File: src/rtl/vga_output_ctrl.sv
// vga_output_ctrl: 640x480@60 VGA timing, frame-buffer addressing and shift/mux/sync control.
// Optional macro TEST_PATTERN_EN adds a test_mode input that selects the test pattern.
module vga_output_ctrl #(
    parameter int DIV    = 6,
    parameter int H_VIS  = 640,
    parameter int H_FP   = 16,
    parameter int H_SYNC = 96,
    parameter int H_BP   = 48,
    parameter int V_VIS  = 480,
    parameter int V_FP   = 10,
    parameter int V_SYNC = 2,
    parameter int V_BP   = 33,
    parameter int ADDR_W = 19
) (
    input  logic              clk,
    input  logic              n_rst,
    input  logic              enable,
`ifdef TEST_PATTERN_EN
    input  logic              test_mode,
`endif
    output logic              pixelclk,
    output logic              pixel_clk,
    output logic [9:0]        colcount,
    output logic [9:0]        rowcount,
    output logic [ADDR_W-1:0] addrcount,
    output logic              flag_addr,
    output logic              coltimerenable,
    output logic              rowtimerenable,
    output logic              shift1load,
    output logic              shift2load,
    output logic              shiftmux_delay,
    output logic [1:0]        outputmuxsel,
    output logic              n_vsync_delay,
    output logic              n_hsync_delay
);
    localparam int DW       = $clog2(DIV);
    localparam int H_TOT    = H_VIS + H_FP + H_SYNC + H_BP;
    localparam int V_TOT    = V_VIS + V_FP + V_SYNC + V_BP;
    localparam int HS_START = H_VIS + H_FP;
    localparam int VS_START = V_VIS + V_FP;
    localparam logic [ADDR_W-1:0] ADDR_MAX = ADDR_W'(H_VIS * V_VIS - 1);

    logic [DW-1:0]     div_q, div_d;
    logic [9:0]        col_q, col_d, row_q, row_d, next_row;
    logic [ADDR_W-1:0] addr_q, addr_d;
    logic              smux_q, smux_d, vs_q, vs_d, hs_q, hs_d;
    logic [1:0]        msel_q, msel_d;
    logic              tm, col_end, row_end, vis, load_ok, mid_load, wrap_load;

`ifdef TEST_PATTERN_EN
    assign tm = test_mode;
`else
    assign tm = 1'b0;
`endif

    always_ff @(posedge clk or posedge n_rst) begin
        if (n_rst) begin
            div_q  <= '0;
            col_q  <= '0;
            row_q  <= '0;
            addr_q <= '0;
            smux_q <= 1'b0;
            msel_q <= 2'b00;
            vs_q   <= 1'b1;
            hs_q   <= 1'b1;
        end else begin
            div_q  <= div_d;
            col_q  <= col_d;
            row_q  <= row_d;
            addr_q <= addr_d;
            smux_q <= smux_d;
            msel_q <= msel_d;
            vs_q   <= vs_d;
            hs_q   <= hs_d;
        end
    end

    always_comb begin
        pixelclk = enable && div_q == DW'(DIV - 1);
        col_end  = col_q == 10'(H_TOT - 1);
        row_end  = row_q == 10'(V_TOT - 1);
        next_row = row_end ? 10'd0 : row_q + 10'd1;
        vis      = col_q < 10'(H_VIS) && row_q < 10'(V_VIS);
        div_d    = !enable ? div_q : (div_q == DW'(DIV - 1) ? '0 : div_q + 1'b1);
        col_d    = !pixelclk ? col_q : (col_end ? 10'd0 : col_q + 10'd1);
        row_d    = pixelclk && col_end ? next_row : row_q;
        addr_d   = !pixelclk ? addr_q :
                   (col_end && row_end) ? '0 :
                   (vis && addr_q != ADDR_MAX) ? addr_q + 1'b1 : addr_q;
        // Sync, mux and select registers describe the pixel just left, hence one pixel behind
        smux_d   = pixelclk ? vis && col_q[3] : smux_q;
        msel_d   = !pixelclk ? msel_q : (vis ? (tm ? 2'b10 : 2'b01) : 2'b00);
        hs_d     = pixelclk ? !(col_q >= 10'(HS_START) && col_q < 10'(HS_START + H_SYNC)) : hs_q;
        vs_d     = pixelclk ? !(row_q >= 10'(VS_START) && row_q < 10'(VS_START + V_SYNC)) : vs_q;
        // Each group is loaded one group ahead; group 0 comes from the tail of the previous line
        load_ok   = pixelclk && !tm;
        mid_load  = load_ok && row_q < 10'(V_VIS) && col_q[2:0] == 3'd0 && col_q < 10'(H_VIS - 8);
        wrap_load = load_ok && col_q == 10'(H_TOT - 8) && next_row < 10'(V_VIS);
    end

    assign pixel_clk      = div_q < DW'(DIV / 2);
    assign colcount       = col_q;
    assign rowcount       = row_q;
    assign addrcount      = addr_q;
    assign flag_addr      = pixelclk && vis && addr_q == ADDR_MAX;
    assign coltimerenable = pixelclk;
    assign rowtimerenable = pixelclk && col_end;
    assign shift1load     = (mid_load && col_q[3]) || wrap_load;
    assign shift2load     = mid_load && !col_q[3];
    assign shiftmux_delay = smux_q;
    assign outputmuxsel   = msel_q;
    assign n_vsync_delay  = vs_q;
    assign n_hsync_delay  = hs_q;
endmodule

File: config.mk
export PLATFORM = sky130hd
export DESIGN_NAME = vga_output_ctrl
export DESIGN_NICKNAME = d
export VERILOG_FILES = /design/src/rtl/vga_output_ctrl.sv
export SDC_FILE = /design/constraint.sdc
export NUM_CORES = 1
export LEC_CHECK = 0
export ABC_AREA = 1
export CORE_MARGIN = 5
export CORE_UTILIZATION = 45
export CTS_CLUSTER_DIAMETER = 30
export CTS_CLUSTER_SIZE = 28
export DETAILED_ROUTE_END_ITERATION = 8
export PLACE_DENSITY_LB_ADDON = 0.3
export SYNTH_ARGS = -nofsm -noshare
export SYNTH_HDL_FRONTEND = slang
export SYNTH_SLANG_ARGS = --single-unit
File: constraint.sdc
create_clock -name clk -period 4.9 [get_ports clk]
set_input_delay 0.735 -clock clk [delete_from_list [all_inputs] [get_ports clk]]
set_output_delay 0.735 -clock clk [all_outputs]
set_load 0.1 [all_outputs]
==> results.md, run 1 <==
* Status: finished clean
* Max_cap viols at 0
* Pins Over Slew Limit at 0
* Post-DP HPWL at 5.21 mm
* Top-count cell post-synth: nand2_1
* Max incr delay on CP at 0.54 ns
* # fillers at 559
* Tot GR Track Use at 17.5%
* Clk sink count at 46
* Die Y at 90.9 um
* Synth top area cells: dfrtp_1 (37%), nand2_1 (15%), nand3_1 (7.5%)
* DR vias/cell at 5.20
* Final Hold Slack at 0.504 ns
* Post-route insts no fill at 538
* Final core occ at 56.1%
* Peak VDD IR at 0.389 mV
* Reg2reg path depth at 8
* Asr flop ratio synth at 100%
* Worst Tran Pin Value at 0.975 ns
* Placer's final routability congestion estimate at 0.873
* Worst-path cell with the longest stage delay: clkdlybuf4s50_1
* Placed Cells at 530
* Final Cycle Share at 68.6%
* Ports at 54
* Critical Path Sink Type: primary output
* CTS tree: done
* Register area share after synthesis at 39.1%
* Mapped Cells at 412
* TritonCTS buffer count at 5
* Unique cell type count in the Yosys netlist at 32
* Final hold vios at 0
* CP bufs+invs at 3
* WL per Instance at 13.3 um
* Yosys warning total at 0
* Synth top cells by count: nand2_1 (116), nor2_1 (56), dfrtp_1 (44), nand3_1 (44), inv_1 (42)
* CORE AREA at 6350 sq um
* Area delta synth->final at 20.8%
* Tot Pwr at 0.00175 W
* Via count at 2795
* Area leader, netlist: dfrtp_1
* Mapped cell area at 2950 sq um
* Antenna Nets Post-Route at 0
* Root buffer cell: clkbuf_8
* Synth Register Bits at 46
* Largest net degree at the start of global routing at 47
* Layout cells sized above 1 at 8.24%
* Max Root-Sink Buffers at 2
* Initial core utilization at 46.4%
* DR DRC count at 0
* Clk_skew at 0.00683 ns
* CP endpoint: flag_addr
* Number of flops mapped to enable cells by yosys at 0
* Power per cell area at 492 nW/um^2
* Setup TNS at 0 ns
* DR pass1 iterations at 4
* Maximum clock rate at 0.298 GHz
* HP Class: register to register
* Antenna violations before repair at 0
* Leak at 1.62 nW
* Final WL at 7.16 mm
* Die Wd at 90.9 um
* Post-CTS setup buffer count at 0
* Yosys top cell area share at 37.4%
* Flop2flop setup slack at 2.79 ns
* Antenna diodes at 0
* Worst path depth at 8
* Layout Nets at 469
* Worst skew pair latency at 0.29 ns
* Post-cts resize count at 0
* First-pass GRT wire length at 12.3 mm
* Critical path's top delay family: simple AND/OR/NAND/NOR gates
* FP Rows at 29
* Primary FF master, synth: dfrtp_1
* Setup violations, final at 0
* Setup crit start: enable
* CP required at 4.16 ns
* Worst setup path class: input pin to primary output
* Post-CTS Hold Buffers at 0
* RSZ-0062 raised after global routing: false
* Slew HR at 34.8%
* Reg-to-reg critical path startpoint: div_q[1]
* IO buf count at 52
* Htree depth at 2
* Storage element area at 1150 sq um
* CP most frequent cell: nor2_4
* First DRT Iteration DRCs at 184
* Critical path peak fanout at 23
* Vias in the first global route at 2651
* Clk pin slew, worst setup/hold paths at 0.09 ns
* Die area at 8270 sq um
* Combined area of the multi-input logic cells at 1540 sq um
* Synthesized Nets at 421
* Congestion Overflow GR at 0
* Startpoint types: input pin
* Synthesized area per cell at 7.15 sq um
* Final min period at 3.36 ns
* CP cell instances: clkdlybuf4s50_1, nand2_1, nor2_4, nand2_2, nor2_4, inv_1, nor2_1, buf_4
* R2r endpoint: rowcount[4]
* Crit path DAT at 2.63 ns
[kinds of logic after synthesis]
group	share of synthesized area, %
compound gates	7.43
xor+xnor	5.05
fa+ha+maj	2.55
buf+inv	8.53
flops	39.1
other cells	0.127
simple gates	37.2
[registers in the layout, indices dropped and copies added (netlist names)]
register / flops
addrcount: 19
colcount: 10
rowcount: 10
div_q: 3
n_hsync_delay: 1
n_vsync_delay: 1
outputmuxsel: 1
shiftmux_delay: 1
[worst min-delay path, stage by stage (launching register included)]
cell	delay, ns
dfstp_2	0.38
nor2_1	0.09
a31oi_1	0.04
[power by group]
group / switching [W] / internal [W]
clock: 0.000127 / 0.000114
combinational: 0.000746 / 0.000201
sequential: 0.000103 / 0.000462
[cell type report]
| type | instances | share of cell area, % |
|---|---|---|
| timing repair buffer | 52 | 14.2 |
| clock inverter | 1 | 0.141 |
| inverter | 45 | 4.81 |
| clock buffer | 7 | 2.42 |
| tap | 77 | 2.71 |
| sequential | 46 | 32.4 |
| multi-input combinational | 310 | 43.3 |
[metrics by stage]
step / setup WS [ns] / area [sq um]
after detailed placement: 1.56 / 3470
after CTS: 1.55 / 3560
after floorplan: 1.08 / 2950
final: 1.54 / 3560
after global placement: 1.61 / 3470
after global routing: 1.41 / 3560
[placed cells by master (no fill, tap or decap), drive strengths merged]
master         instances
a21oi                  7
a31oi                  1
buf                    6
clkbuf                 7
clkdlybuf4s50         46
clkinv                 2
conb                   1
dfrtp                 44
dfstp                  2
ha                     6
inv                   44
nand2                123
nand3                 46
nand4                 11
nor2                  63
nor3                   4
nor3b                  1
nor4                   1
o21a                   1
o21ai                 22
o21bai                 5
o31ai                  1
xnor2                  1
xor2                  16
[worst min path at each step]
stage,from,end,depth (start not counted)
finish,n_hsync_delay,n_hsync_delay,2
global route,n_hsync_delay,n_hsync_delay,2
CTS,n_hsync_delay,n_hsync_delay,2
detailed placement,n_hsync_delay,n_hsync_delay,2
global placement,n_vsync_delay,n_vsync_delay,2
floorplan,div_q[0],div_q[0],1
[routing by layer]
metal | track usage [%] | routed length, um | up-vias
met3 | 3.55 | 390 | 6
met4 | 3.79 | 57 | 0
met5 | 0 | 0 | -
met2 | 28.5 | 3370 | 90
li1 | - | - | 1403
met1 | 24.1 | 3340 | 1296
Note: power is estimated with default switching activity, not from simulation.
==> run 2, diff against run 1 <==
- clock period: 4.9 -> 3.2 ns (I/O delays scaled with it)
==> run 2 against run 1 <==
- non-clock buffer count is 1 higher
- highest routed layer unchanged
- register-to-register slack got worse by 1.7 ns
- clock power rose by 46%
- critical endpoint unchanged
- count of clock-buffer cells in the layout unchanged
- worst setup slack worse by 0.90 ns
==> results.md, run 2 (synthesis results as in run 1) <==
* Status: finished clean
* CTS tree: done
* Leak at 1.69 nW
* DR DRC count at 0
* Placer's final routability congestion estimate at 0.829
* Final Cycle Share at 80.1%
* Final hold vios at 0
* CORE AREA at 6350 sq um
* Final min period at 2.56 ns
* CP bufs+invs at 2
* Worst Tran Pin Value at 0.962 ns
* # fillers at 592
* RSZ-0062 raised after global routing: false
* Critical path peak fanout at 7
* Post-DP HPWL at 5.29 mm
* Setup violations, final at 0
* Die area at 8270 sq um
* Placed Cells at 531
* Root buffer cell: clkbuf_8
* Antenna violations before repair at 0
* IO buf count at 52
* CP cell instances: ha_1, inv_1, nor2_4, nand2_2, nor2_2, nand2_1, nor2_2, buf_12
* Die Y at 90.9 um
* Antenna Nets Post-Route at 0
* Via count at 2825
* DR pass1 iterations at 5
* FP Rows at 29
* Worst-path cell with the longest stage delay: dfrtp_1
* DR vias/cell at 5.24
* Initial core utilization at 46.4%
* Tot GR Track Use at 17.5%
* Flop2flop setup slack at 1.09 ns
* Peak VDD IR at 0.444 mV
* Layout Nets at 470
* Clk_skew at 0.0160 ns
* Slew HR at 35.7%
* Die Wd at 90.9 um
* Layout cells sized above 1 at 18.2%
* Max_cap viols at 0
* Critical path's top delay family: simple AND/OR/NAND/NOR gates
* Post-route insts no fill at 539
* Vias in the first global route at 2752
* Antenna diodes at 0
* Final Hold Slack at 0.499 ns
* Setup TNS at 0 ns
* Post-CTS Hold Buffers at 0
* Congestion Overflow GR at 0
* Post-CTS setup buffer count at 0
* Worst slack at placement at 0.729 ns
* Worst setup path class: register to primary output
* Maximum clock rate at 0.390 GHz
* Power per cell area at 749 nW/um^2
* First-pass GRT wire length at 12.3 mm
* WL per Instance at 13.0 um
* Max FFs per register at 19
* First DRT Iteration DRCs at 111
* Crit path DAT at 2.08 ns
* Worst skew pair latency at 0.30 ns
* Clk pin slew, worst setup/hold paths at 0.09 ns
* Startpoint types: register
* Most common cell after layout, fill and taps aside: nand2_1
* Final WL at 7.01 mm
* Clk sink count at 46
* Max Root-Sink Buffers at 2
* HP Class: register to register
* Critical Path Sink Type: primary output
* Largest net degree at the start of global routing at 47
* TritonCTS buffer count at 5
* Post-cts resize count at 0
* Pins Over Slew Limit at 0
* Area delta synth->final at 19.8%
* CP most frequent cell: nor2_2
* CP required at 2.72 ns
* Final worst setup slack at 0.637 ns
* Commonest non-fill, non-tap cells in the layout: nand2_1 (116), nor2_1 (54), buf_4 (45), nand3_1 (44), dfrtp_1 (44)
* Ports at 54
* Htree depth at 2
* Max incr delay on CP at 0.51 ns
==> run 2: path summary, 6_finish.rpt <==
check	cells after the start	endpoint	start
max	8	flag_addr	addrcount[0]
min	2	outputmuxsel[0]	outputmuxsel[0]
max reg2reg	11	addrcount[12]	addrcount[0]
min reg2reg	2	outputmuxsel[0]	outputmuxsel[0]
max in group asynchronous	2	rowcount[3]	n_rst
min in group asynchronous	2	addrcount[8]	n_rst
==> run 2: worst min-delay path: cells and delay by family, from the launching register on <==
kind,cells,cell delay (ns)
AND/OR/NAND/NOR,2,0.12
flip-flops,1,0.35
==> run 2: through the flow <==
stage	cell area [sq um]	util, %	power, W
floorplan	2950	-	0.00201
global placement	3450	54.3	0.00229
global route	3530	55.6	0.00279
detailed placement	3450	54.3	0.00231
CTS	3530	55.6	0.00267
finish	3530	55.6	0.00264
==> run 2: layout make-up <==
cell class	count	area [sq um]	share of cell area [%]
multi-input combinational	310	1550	43.8
timing repair buffer	53	478	13.5
sequential	46	1150	32.7
clock buffer	7	76.3	2.16
inverter	45	171	4.85
clock inverter	1	7.51	0.213
tap	77	96.3	2.73
==> run 2: metal layers <==
layer  vias to the layer above  share of wire [%]  track usage, %
met5                         -                  0               0
met4                         0                1.5            5.75
met3                        10                5.8            4.21
met2                        82                 48            29.1
met1                      1313                 44            22.4
li1                       1420                  -               -
==> run 2: where the power goes <==
group / total, W / internal, W / switching (W)
Combinational: 0.00143 / 0.000287 / 0.00115
Sequential: 0.000859 / 0.000707 / 0.000152
Clock: 0.000351 / 0.000155 / 0.000196
Total: 0.00264 / 0.00115 / 0.00149
==> run 3, diff against run 2 <==
- clock period: 3.2 -> 2.08 ns (I/O delays scaled with it)
==> run 3 against run 2 <==
- the run now ends with negative setup slack left
- combinational power is 64% higher
- worst hold slack worse by 0.16 ns
- non-clock buffer count is 29 higher
- count of clock-buffer cells in the layout is 1 higher
- clock skew is 0.0078 ns lower
- flip-flop and latch count stayed put
- via count is 3.5% higher
- routed wire length is 8.9% higher
==> results.md, run 3 (synthesis results as in run 1) <==
* FP Rows at 29
* Clk sink count at 46
* Post-CTS Hold Buffers at 0
* Placed Cells at 545
* Antenna violations before repair at 0
* Clock share of power at 12.7%
* Critical Path Sink Type: primary output
* Die Wd at 90.9 um
* Sw frac at 55.2%
* Combinational share of power at 55.6%
* Congestion Overflow GR at 0
* Peak VDD IR at 1.13 mV
* Max_cap viols at 0
* Max Root-Sink Buffers at 2
* Placer's final routability congestion estimate at 0.879
* Antenna Nets Post-Route at 0
* Final Cycle Share at 101%
* Leak at 1.82 nW
* Final min period at 2.09 ns
* Tot GR Track Use at 17.9%
* DR vias/cell at 5.15
* Antenna diodes at 0
* Critical path peak fanout at 6
* Crit path DAT at 1.78 ns
* Maximum clock rate at 0.478 GHz
* Worst setup path class: register to primary output
* Htree depth at 2
* Final hold vios at 0
* Failing checks: negative setup slack
* First-pass GRT wire length at 12.5 mm
* Startpoint types: register
* Max FFs per register at 19
* Psw at 0.00234 W
* Status: finished, violations left
* Initial core utilization at 46.4%
* Die area at 8270 sq um
* Area delta synth->final at 33.5%
* Power per cell area at 1080 nW/um^2
* Post-DP HPWL at 5.49 mm
* RSZ-0062 raised after global routing: true
* Setup violations, final at 1
* CP required at 1.77 ns
* First DRT Iteration DRCs at 110
* Final Hold Slack at 0.339 ns
* Via count at 2924
* Vias in the first global route at 2719
* Commonest non-fill, non-tap cells in the layout: nand2_1 (111), buf_4 (73), nor2_1 (51), nand3_1 (41), inv_1 (34)
* Sequential share of power at 31.8%
* Die Y at 90.9 um
* Tot Pwr at 0.00424 W
* Final WL at 7.64 mm
* Pins Over Slew Limit at 0
* Ports at 54
* Int Pwr at 0.00190 W
* Layout cells sized above 1 at 33.6%
* TritonCTS buffer count at 5
* WL per Instance at 13.4 um
* CTS tree: done
* Worst skew pair latency at 0.30 ns
* DR pass1 iterations at 4
* Clk pin slew, worst setup/hold paths at 0.08 ns
* Most common cell after layout, fill and taps aside: nand2_1
* DR DRC count at 0
* Root buffer cell: clkbuf_8
* Post-route insts no fill at 568
* CORE AREA at 6350 sq um
* Largest net degree at the start of global routing at 47
* HP Class: input pin to async pin
* IO buf count at 52
* Layout Nets at 499
* Final core occ at 62.0%
* Clk_skew at 0.00817 ns
* Final worst setup slack at -0.0107 ns
[run 3: final cells by class]
cell class | count | area (sq um)
repair buffers | 82 | 708
multi-input cells | 310 | 1670
well taps | 77 | 96.3
fillers | 549 | 2410
inverters | 45 | 178
clock buffers | 8 | 80.1
flip-flops and latches | 46 | 1200
[run 3: worst max-delay path, cell delays in order, from the launching register on]
cell and delay, ns:
dfrtp_2 0.46, nand3_2 0.18, nor2_4 0.19, nand3_1 0.09
nand2_1 0.09, nand3_2 0.08, nand2_2 0.07, inv_2 0.04
nand2_2 0.08, nand2_4 0.05, buf_12 0.16
[run 3: what timing repair did]
item | 4_1_cts | 5_1_grt
resized for setup | 10 | 19
pin swaps | 3 | 8
buffers inserted | 4 | 11
endpoints found under the setup margin | 2 | 3
[run 3: power by group through the flow]
| stage | Combinational, W | Clock, W | Sequential (W) |
|---|---|---|---|
| finish | 0.00235 | 0.000536 | 0.00135 |
| global route | 0.00247 | 0.000605 | 0.00138 |
| CTS | 0.00230 | 0.000566 | 0.00133 |
| detailed placement | 0.00227 | 0 | 0.00136 |
| global placement | 0.00224 | 0 | 0.00136 |
| floorplan | 0.000734 | 0 | 0.00240 |
[run 3: path summary, 6_finish.rpt]
check	start	slack, ns	depth (start not counted)	to
hold / removal	n_rst	0.34	3	addrcount[1]
setup reg to reg	colcount[0]	0.16	9	addrcount[4]
hold reg to reg	n_hsync_delay	0.50	2	n_hsync_delay
min in group clk	n_hsync_delay	0.50	2	n_hsync_delay
setup / recovery	rowcount[1]	-0.01	10	shift1load
max in group asynchronous	n_rst	1.43	3	n_vsync_delay
[run 3: per-layer routing]
layer | vias up | GRT usage (%) | wire length (um)
li1 | 1464 | - | -
met1 | 1381 | 23.9 | 3380
met2 | 68 | 29.3 | 3730
met3 | 11 | 4.30 | 416
met4 | 0 | 4.77 | 110
met5 | - | 0 | 0
[run 3: metrics by stage]
stage | setup WS (ns) | area [sq um] | setup TNS, ns
after floorplan | -0.109 | 3030 | -0.109
after global routing | -0.120 | 3940 | -0.180
final | -0.0107 | 3940 | -0.0107
after global placement | 0.0856 | 3640 | 0
after CTS | -0.0194 | 3780 | -0.0194
after detailed placement | 0.0679 | 3640 | 0
